### config.mk
export PLATFORM = sky130hd
export DESIGN_NAME = servo_pos_tracker
export DESIGN_NICKNAME = d
export VERILOG_FILES = /design/src/rtl/servo_pos_tracker.sv
export SDC_FILE = /design/constraint.sdc
export NUM_CORES = 1
export LEC_CHECK = 0
export CAP_MARGIN = 20
export CORE_MARGIN = 2
export CORE_UTILIZATION = 30
export CTS_BUF_LIST = sky130_fd_sc_hd__clkbuf_8
export CTS_CLUSTER_DIAMETER = 60
export DETAILED_ROUTE_END_ITERATION = 10
export DONT_BUFFER_PORTS = 1
export PLACE_DENSITY_LB_ADDON = 0.05
export SETUP_SLACK_MARGIN = 0.1
export SLEW_MARGIN = 20
export SYNTH_ARGS = -nofsm -noshare
export SYNTH_HDL_FRONTEND = slang
export SYNTH_SLANG_ARGS = --single-unit
### constraint.sdc
create_clock -name clk_i -period 2.66 [get_ports clk_i]
set_clock_uncertainty 0.05 [all_clocks]
set_input_delay 0.266 -clock clk_i [delete_from_list [all_inputs] [get_ports clk_i]]
set_output_delay 0.266 -clock clk_i [all_outputs]
set_load 0.05 [all_outputs]
### src/rtl/servo_pos_tracker.sv
// Per-axis servo position tracker: synchronises and debounces a comparator input,
// then ramps a saturating position up or down at a fixed step rate.
`timescale 1ns/1ps

module servo_pos_tracker #(
  parameter int CLK_FREQUENCY      = 50_000_000,
  parameter int POS_WIDTH          = 8,
  parameter int POS_MIN            = 0,
  parameter int POS_MAX            = 255,
  parameter int POS_INIT           = 128,
  parameter int DEBOUNCE_CYCLES    = 50_000,
  parameter int STEP_PERIOD_CYCLES = 500_000
) (
  input  logic                 clk_i,
  input  logic                 reset_i,
  input  logic                 comp_async_i,
  input  logic                 enable_i,
  output logic [POS_WIDTH-1:0] pos_o,
  output logic                 pos_update_o,
  output logic                 limit_hi_o,
  output logic                 limit_lo_o,
  output logic [1:0]           state_o
);

  localparam int DEB_W  = $clog2(DEBOUNCE_CYCLES + 1);
  localparam int STEP_W = $clog2(STEP_PERIOD_CYCLES);

  localparam logic [DEB_W-1:0]     DEB_LAST  = DEB_W'(DEBOUNCE_CYCLES - 1);
  localparam logic [STEP_W-1:0]    STEP_LAST = STEP_W'(STEP_PERIOD_CYCLES - 1);
  localparam logic [POS_WIDTH-1:0] P_MIN     = POS_WIDTH'(POS_MIN);
  localparam logic [POS_WIDTH-1:0] P_MAX     = POS_WIDTH'(POS_MAX);
  localparam logic [POS_WIDTH-1:0] P_INIT    = POS_WIDTH'(POS_INIT);

  if (CLK_FREQUENCY <= 0 || DEBOUNCE_CYCLES < 1 || STEP_PERIOD_CYCLES < 2 ||
      POS_MIN > POS_INIT || POS_INIT > POS_MAX) begin : g_bad_params
    $error("servo_pos_tracker: invalid parameter set");
  end

  typedef enum logic [1:0] {
    IDLE   = 2'b00,
    RUN_UP = 2'b01,
    RUN_DN = 2'b10
  } state_t;

  state_t                state;
  logic                  sync1;
  logic                  sync2;
  logic                  deb;
  logic [DEB_W-1:0]      deb_cnt;
  logic [STEP_W-1:0]     step_cnt;
  logic                  step_tick;
  logic [POS_WIDTH-1:0]  pos;
  logic                  pos_update;

  always_ff @(posedge clk_i or negedge reset_i) begin
    if (!reset_i) begin
      sync1 <= 1'b0;
      sync2 <= 1'b0;
    end else begin
      sync1 <= comp_async_i;
      sync2 <= sync1;
    end
  end

  // The level only flips once a mismatch has persisted DEBOUNCE_CYCLES edges in a row.
  always_ff @(posedge clk_i or negedge reset_i) begin
    if (!reset_i) begin
      deb     <= 1'b0;
      deb_cnt <= '0;
    end else if (sync2 == deb) begin
      deb_cnt <= '0;
    end else if (deb_cnt == DEB_LAST) begin
      deb     <= sync2;
      deb_cnt <= '0;
    end else begin
      deb_cnt <= deb_cnt + 1'b1;
    end
  end

  always_ff @(posedge clk_i or negedge reset_i) begin
    if (!reset_i) begin
      state <= IDLE;
    end else begin
      case (state)
        IDLE:    if (enable_i) state <= deb ? RUN_UP : RUN_DN;
        RUN_UP:  if (!enable_i) state <= IDLE;
                 else if (!deb) state <= RUN_DN;
        RUN_DN:  if (!enable_i) state <= IDLE;
                 else if (deb) state <= RUN_UP;
        default: state <= IDLE;
      endcase
    end
  end

  assign step_tick = (state != IDLE) && (step_cnt == STEP_LAST);

  // Direction changes keep the cadence running; only IDLE restarts it.
  always_ff @(posedge clk_i or negedge reset_i) begin
    if (!reset_i) begin
      step_cnt <= '0;
    end else if (state == IDLE || step_tick) begin
      step_cnt <= '0;
    end else begin
      step_cnt <= step_cnt + 1'b1;
    end
  end

  // Limits are compared before stepping so full-range limits never wrap.
  always_ff @(posedge clk_i or negedge reset_i) begin
    if (!reset_i) begin
      pos        <= P_INIT;
      pos_update <= 1'b0;
    end else begin
      pos_update <= 1'b0;
      if (step_tick) begin
        if (state == RUN_UP && pos != P_MAX) begin
          pos        <= pos + 1'b1;
          pos_update <= 1'b1;
        end else if (state == RUN_DN && pos != P_MIN) begin
          pos        <= pos - 1'b1;
          pos_update <= 1'b1;
        end
      end
    end
  end

  assign pos_o        = pos;
  assign pos_update_o = pos_update;
  assign limit_hi_o   = (pos == P_MAX);
  assign limit_lo_o   = (pos == P_MIN);
  assign state_o      = state;

endmodule

Word level (Yosys, flattened, before mapping)
Cells that the tools add are included.
{"block": "totals", "register_bits": 49}
{"block": "classes", "add_sub_neg": 4, "muxes": 15, "reduce_logical": 12, "n_bitwise": 1, "eq_ne": 10}
{"cell": "2-to-1 mux 16 bit", "n": 2}
{"cell": "adder 19 x 1 -> 19 bit, second input constant", "n": 1}
{"cell": "== test 19 bit, second input constant", "n": 1}
{"cell": "2-to-1 mux 19 bit", "n": 1}
{"cell": "adder 16 x 1 -> 16 bit, second input constant", "n": 1}
{"cell": "== test 16 bit, second input constant", "n": 1}
{"cell": "2-to-1 mux 8 bit", "n": 2}
{"cell": "2-to-1 mux 2 bit", "n": 6}
{"cell": "adder 8 x 1 -> 8 bit, second input constant", "n": 1}
{"cell": "== test 8 bit, second input constant", "n": 1}
{"cell": "logical NOT 8 bit", "n": 1}
{"cell": "inequality test 8 bit, second input constant", "n": 1}
{"cell": "nonzero test 8 bit", "n": 1}
{"cell": "subtractor 8 x 1 -> 8 bit, second input constant", "n": 1}
{"cell": "inequality test 3 bit, second input constant", "n": 2}
{"cell": "one-hot mux 2 bit (3 select lines)", "n": 1}
{"cell": "AND reduction 2 bit", "n": 2}
{"cell": "nonzero test 2 bit", "n": 2}
{"cell": "logical AND 1 bit", "n": 3}
{"cell": "2-to-1 mux 1 bit", "n": 3}
{"cell": "AND reduction 3 bit", "n": 1}
{"cell": "== test 2 x 1 -> 1 bit, second input constant", "n": 1}
{"cell": "== test 2 bit, second input constant", "n": 1}
{"cell": "logical NOT 2 bit", "n": 1}
{"cell": "4 further kinds", "n": 4}

Longest topological paths before layout
{"block": "logic_depth", "ltp_word": 5, "depth_mapped": 9, "mapped_depth_nobuf": 9}

Worst setup path before layout
Ideal clock, no wire load.
{"block": "synth_path", "path_kind": "reg2reg", "startpoint": "reg pos[0], in the netlist pos_o[0]", "endpoint": "reg pos[7], in the netlist pos_o[7]", "arrival_time_ns": 2.755, "path_buffers": 0, "setup_slack_ns": -0.230, "period_less_slack_ns": 2.890, "stages_incl_launch_ff": 10, "cell_sequence": "dfrtp_1 > nand4_1 > o211a_1 > inv_1 > ha_1 > a21o_1 > a21o_1 > a211oi_1 > mux2i_1 > mux2_1"}
{"block": "synth_via", "elab_chain_cells": 4}
{"element": "start: declaration", "line_no": "52", "source": "logic [POS_WIDTH-1:0] pos;"}
{"element": "start signal: assignment", "line_no": "117", "source": "pos <= pos + 1'b1;"}
{"element": "start signal: assignment", "line_no": "120", "source": "pos <= pos - 1'b1;"}
{"element": "parallel branches: the longest is 4 deep, another holds subtractor 8 x 1 -> 8 bit"}
Several ways; the timed one is not identified. The select of a mux whose other input is x is not followed.
A chain may end at the register's enable or synchronous reset.

Worst setup path after layout
{"block": "layout_path", "startpoint": "reg pos[7], in the netlist pos_o[7]", "endpoint": "reg pos[6], in the netlist pos_o[6]"}
{"block": "layout_via", "elab_chain_cells": 4}
{"element": "inequality test 8 bit or nonzero test 8 bit (tied branches)", "line_no": "116, 119"}
{"element": "logical AND 1 bit, on equally long branches", "line_no": "116, 119"}
{"element": "nonzero test 2 bit (no line)"}
{"element": "AND reduction 2 bit (no line)"}
Parallel ways exist; a longest one is shown, timed or not.

==> run metrics <==
P_int=0.963 mW; clock slew seen by the registers of the worst setup and hold paths=0.11 ns; synth warn=0; Mapped Area=2620 um^2; die width=97.5 um; Final Max Slew Viols=0; element type at the critical path end=flop; total global routing overflow=0; Lkg Pwr=1.33 nW; post-route clock period utilization=0.931; commonest cells after routing, fill and taps aside=dfrtp_1, nor2_1, nand3_1; H-tree depth=2; placed cell area=2880 um^2; FFs w/ async S/R, synth=1.00; Post-synth EDFFs=0; vias after detailed routing=1875; Tightest Pin Transition=0.447 ns; gp weighted congestion=0.755; layout cell share with drive strength beyond 1=0.167; r2r worst-path depth=9; sequential share of power=0.594; Final Critical Period=2.48 ns; first-pass GRT wire length=9.94 mm; main flop type after synthesis=dfrtp_1; Initial Util=0.305; row cnt=34; Die Y=97.5 um; worst hold path stage count=1; hold_sp=enable_i; DRT iter0 DRCs=49; nets@finish=299; setup_tns=0 ns; critical path fanouts, max=3; Final ANT Viol Nets=0; Total Routed Length=5.74 mm; Yosys reg bits=49; Clock Power Share=0.363; CTS tree=done; Total Routing Usage GR=0.129; DRC violations left=0; commonest non-fill, non-tap cell in the layout=dfrtp_1; PnR worst setup slack=0.184 ns; Pwr Density=419 nW/um^2; cts bufs inserted=5; initial antenna violation count=0; synth unique cells=45; DR pass1 iterations=4; Area Growth Syn to Fin=17.0%; post-DR wirelength/cell=14.5 um; fill count=884; core area=8590 um^2; min-delay worst type=primary input to flop; DIE AREA=9500 um^2; critical path launch point=pos_o[7]; final hold vios=0; # diodes=0; Sw Ratio=0.251; I/O pins=17; PortBufs=0; cells after synthesis=262; largest net degree at the start of global routing=50; Vias/cell=4.75; relative slew slack=0.702; Worst EP arrival=2.61 ns; class of the most critical setup path=flop to flop; Gate power share=0.042; number of global-route vias before repair=1906; Sw Pwr=0.322 mW; mean post-synth cell area=10.0 um^2; status=complete, no violations; TritonCTS Sinks=49; RSZ-0062 raised after global routing=true; Skew-Pair Late Insertion Delay=0.31 ns; max-cap violations=0; final instance area=3070 um^2; Longest Clk Path Bufs=2; syn nets=275; sequential share of the synthesized area=0.468; f_max=404 MHz; Worst VDD drop=0.000245 V; hpwl dp=4.04 mm; dpl ws=0.134 ns; CTS root buffer=clkbuf_8; reg2reg start=pos_o[7]; CP Data Required Time=2.80 ns; Critical Path Source Type=flop; Final setup viols=0
-- metal layers --
layer | wire [um] | global-route usage | vias up
li1 | - | - | 968
met1 | 2980 | 0.193 | 873
met2 | 2500 | 0.188 | 29
met3 | 206 | 0.0331 | 5
met4 | 63 | 0.0321 | 0
met5 | 0 | 0 | -
-- flip-flops by register name, indices dropped and copies added, names as in the netlist --
signal and cells:
sync2 1, deb 1, sync1 1, pos_update_o 1, deb_cnt 16, pos_o 8
step_cnt 19, state_o 2
-- what timing repair did --
action | CTS | global route
endpoints found under the setup margin | 0 | 2
hold endpoints to repair | 51 | 0
setup buffers | 0 | 4
hold buffers | 4 | 0
gates resized for setup | 0 | 3
-- worst max-delay path, cell delays in order, from the launching register on --
cell and delay, ns:
dfstp_2 0.54, nand4_1 0.12, o211a_4 0.31, buf_4 0.14, fa_2 0.34, nor2b_1 0.12, o21a_1 0.19, o21a_1 0.15
o311ai_1 0.11, mux2_1 0.30
-- metrics by stage --
stage	hold slack, ns	util	total power, mW	instances
global route	0.0274	0.357	1.35	395
global placement	-0.0763	0.335	0.811	379
floorplan	-0.0796	-	0.803	262
finish	0.0484	0.357	1.28	395
detailed placement	-0.0762	0.335	0.810	379
CTS	0.0401	0.353	1.31	391
-- Yosys cell counts, types with 3 or more instances --
| cell | instances | area (um^2) |
|---|---|---|
| nor2b_1 | 3 | 18.8 |
| or4_1 | 3 | 22.5 |
| xor2_1 | 17 | 149 |
| and3_1 | 5 | 31.3 |
| nor2_1 | 42 | 158 |
| dfrtp_1 | 48 | 1200 |
| o21ai_0 | 4 | 20.0 |
| mux2_1 | 3 | 33.8 |
| nand2_1 | 15 | 56.3 |
| a21o_1 | 5 | 37.5 |
| a21oi_1 | 5 | 25.0 |
| xnor2_1 | 16 | 140 |
| inv_1 | 10 | 37.5 |
| buf_6 | 3 | 33.8 |
| nand4_1 | 7 | 43.8 |
| nand3_1 | 19 | 95.1 |
| o21ai_1 | 4 | 20.0 |
| nor3_1 | 10 | 50.1 |
| or3_1 | 3 | 18.8 |
| ha_1 | 8 | 100 |
-- power by group through the flow --
stage	sequential (mW)	combinational, mW	clock [mW]
floorplan	0.779	0.0241	0
global placement	0.778	0.0321	0
detailed placement	0.778	0.0317	0
CTS	0.764	0.0572	0.489
global route	0.765	0.0624	0.527
finish	0.764	0.0543	0.467
-- kinds of logic (layout without fill, tap and decap cells) --
family / Yosys count / after routing / synth area share
AO/OA/AOI/OAI: 29 / 29 / 0.0759
XOR/XNOR: 33 / 33 / 0.110
adder cells (fa/ha/maj): 9 / 9 / 0.0458
buffers and inverters: 15 / 40 / 0.0315
flip-flops: 49 / 49 / 0.468
multiplexers: 4 / 4 / 0.0167
AND/OR/NAND/NOR: 123 / 123 / 0.251
-- path summary, 6_finish.rpt --
check | slack [ns] | to
min reg2reg | 0.31 | sync2
min in group asynchronous | 0.42 | pos_o[3]
max | 0.18 | pos_o[6]
max reg2reg | 0.18 | pos_o[6]
max in group asynchronous | 1.85 | pos_o[7]
min | 0.05 | state_o[0]
-- area by class of cell --
type                       count  area (um^2)  area share
sequential                    49         1230       0.402
clock inverter                 3         25.0     0.00816
timing repair buffer          22          193      0.0628
inverter                      10         45.0      0.0147
multi-input combinational    198         1370       0.446
tap                          108          135      0.0441
clock buffer                   5         68.8      0.0224
Power figures use the tool's default switching activity.
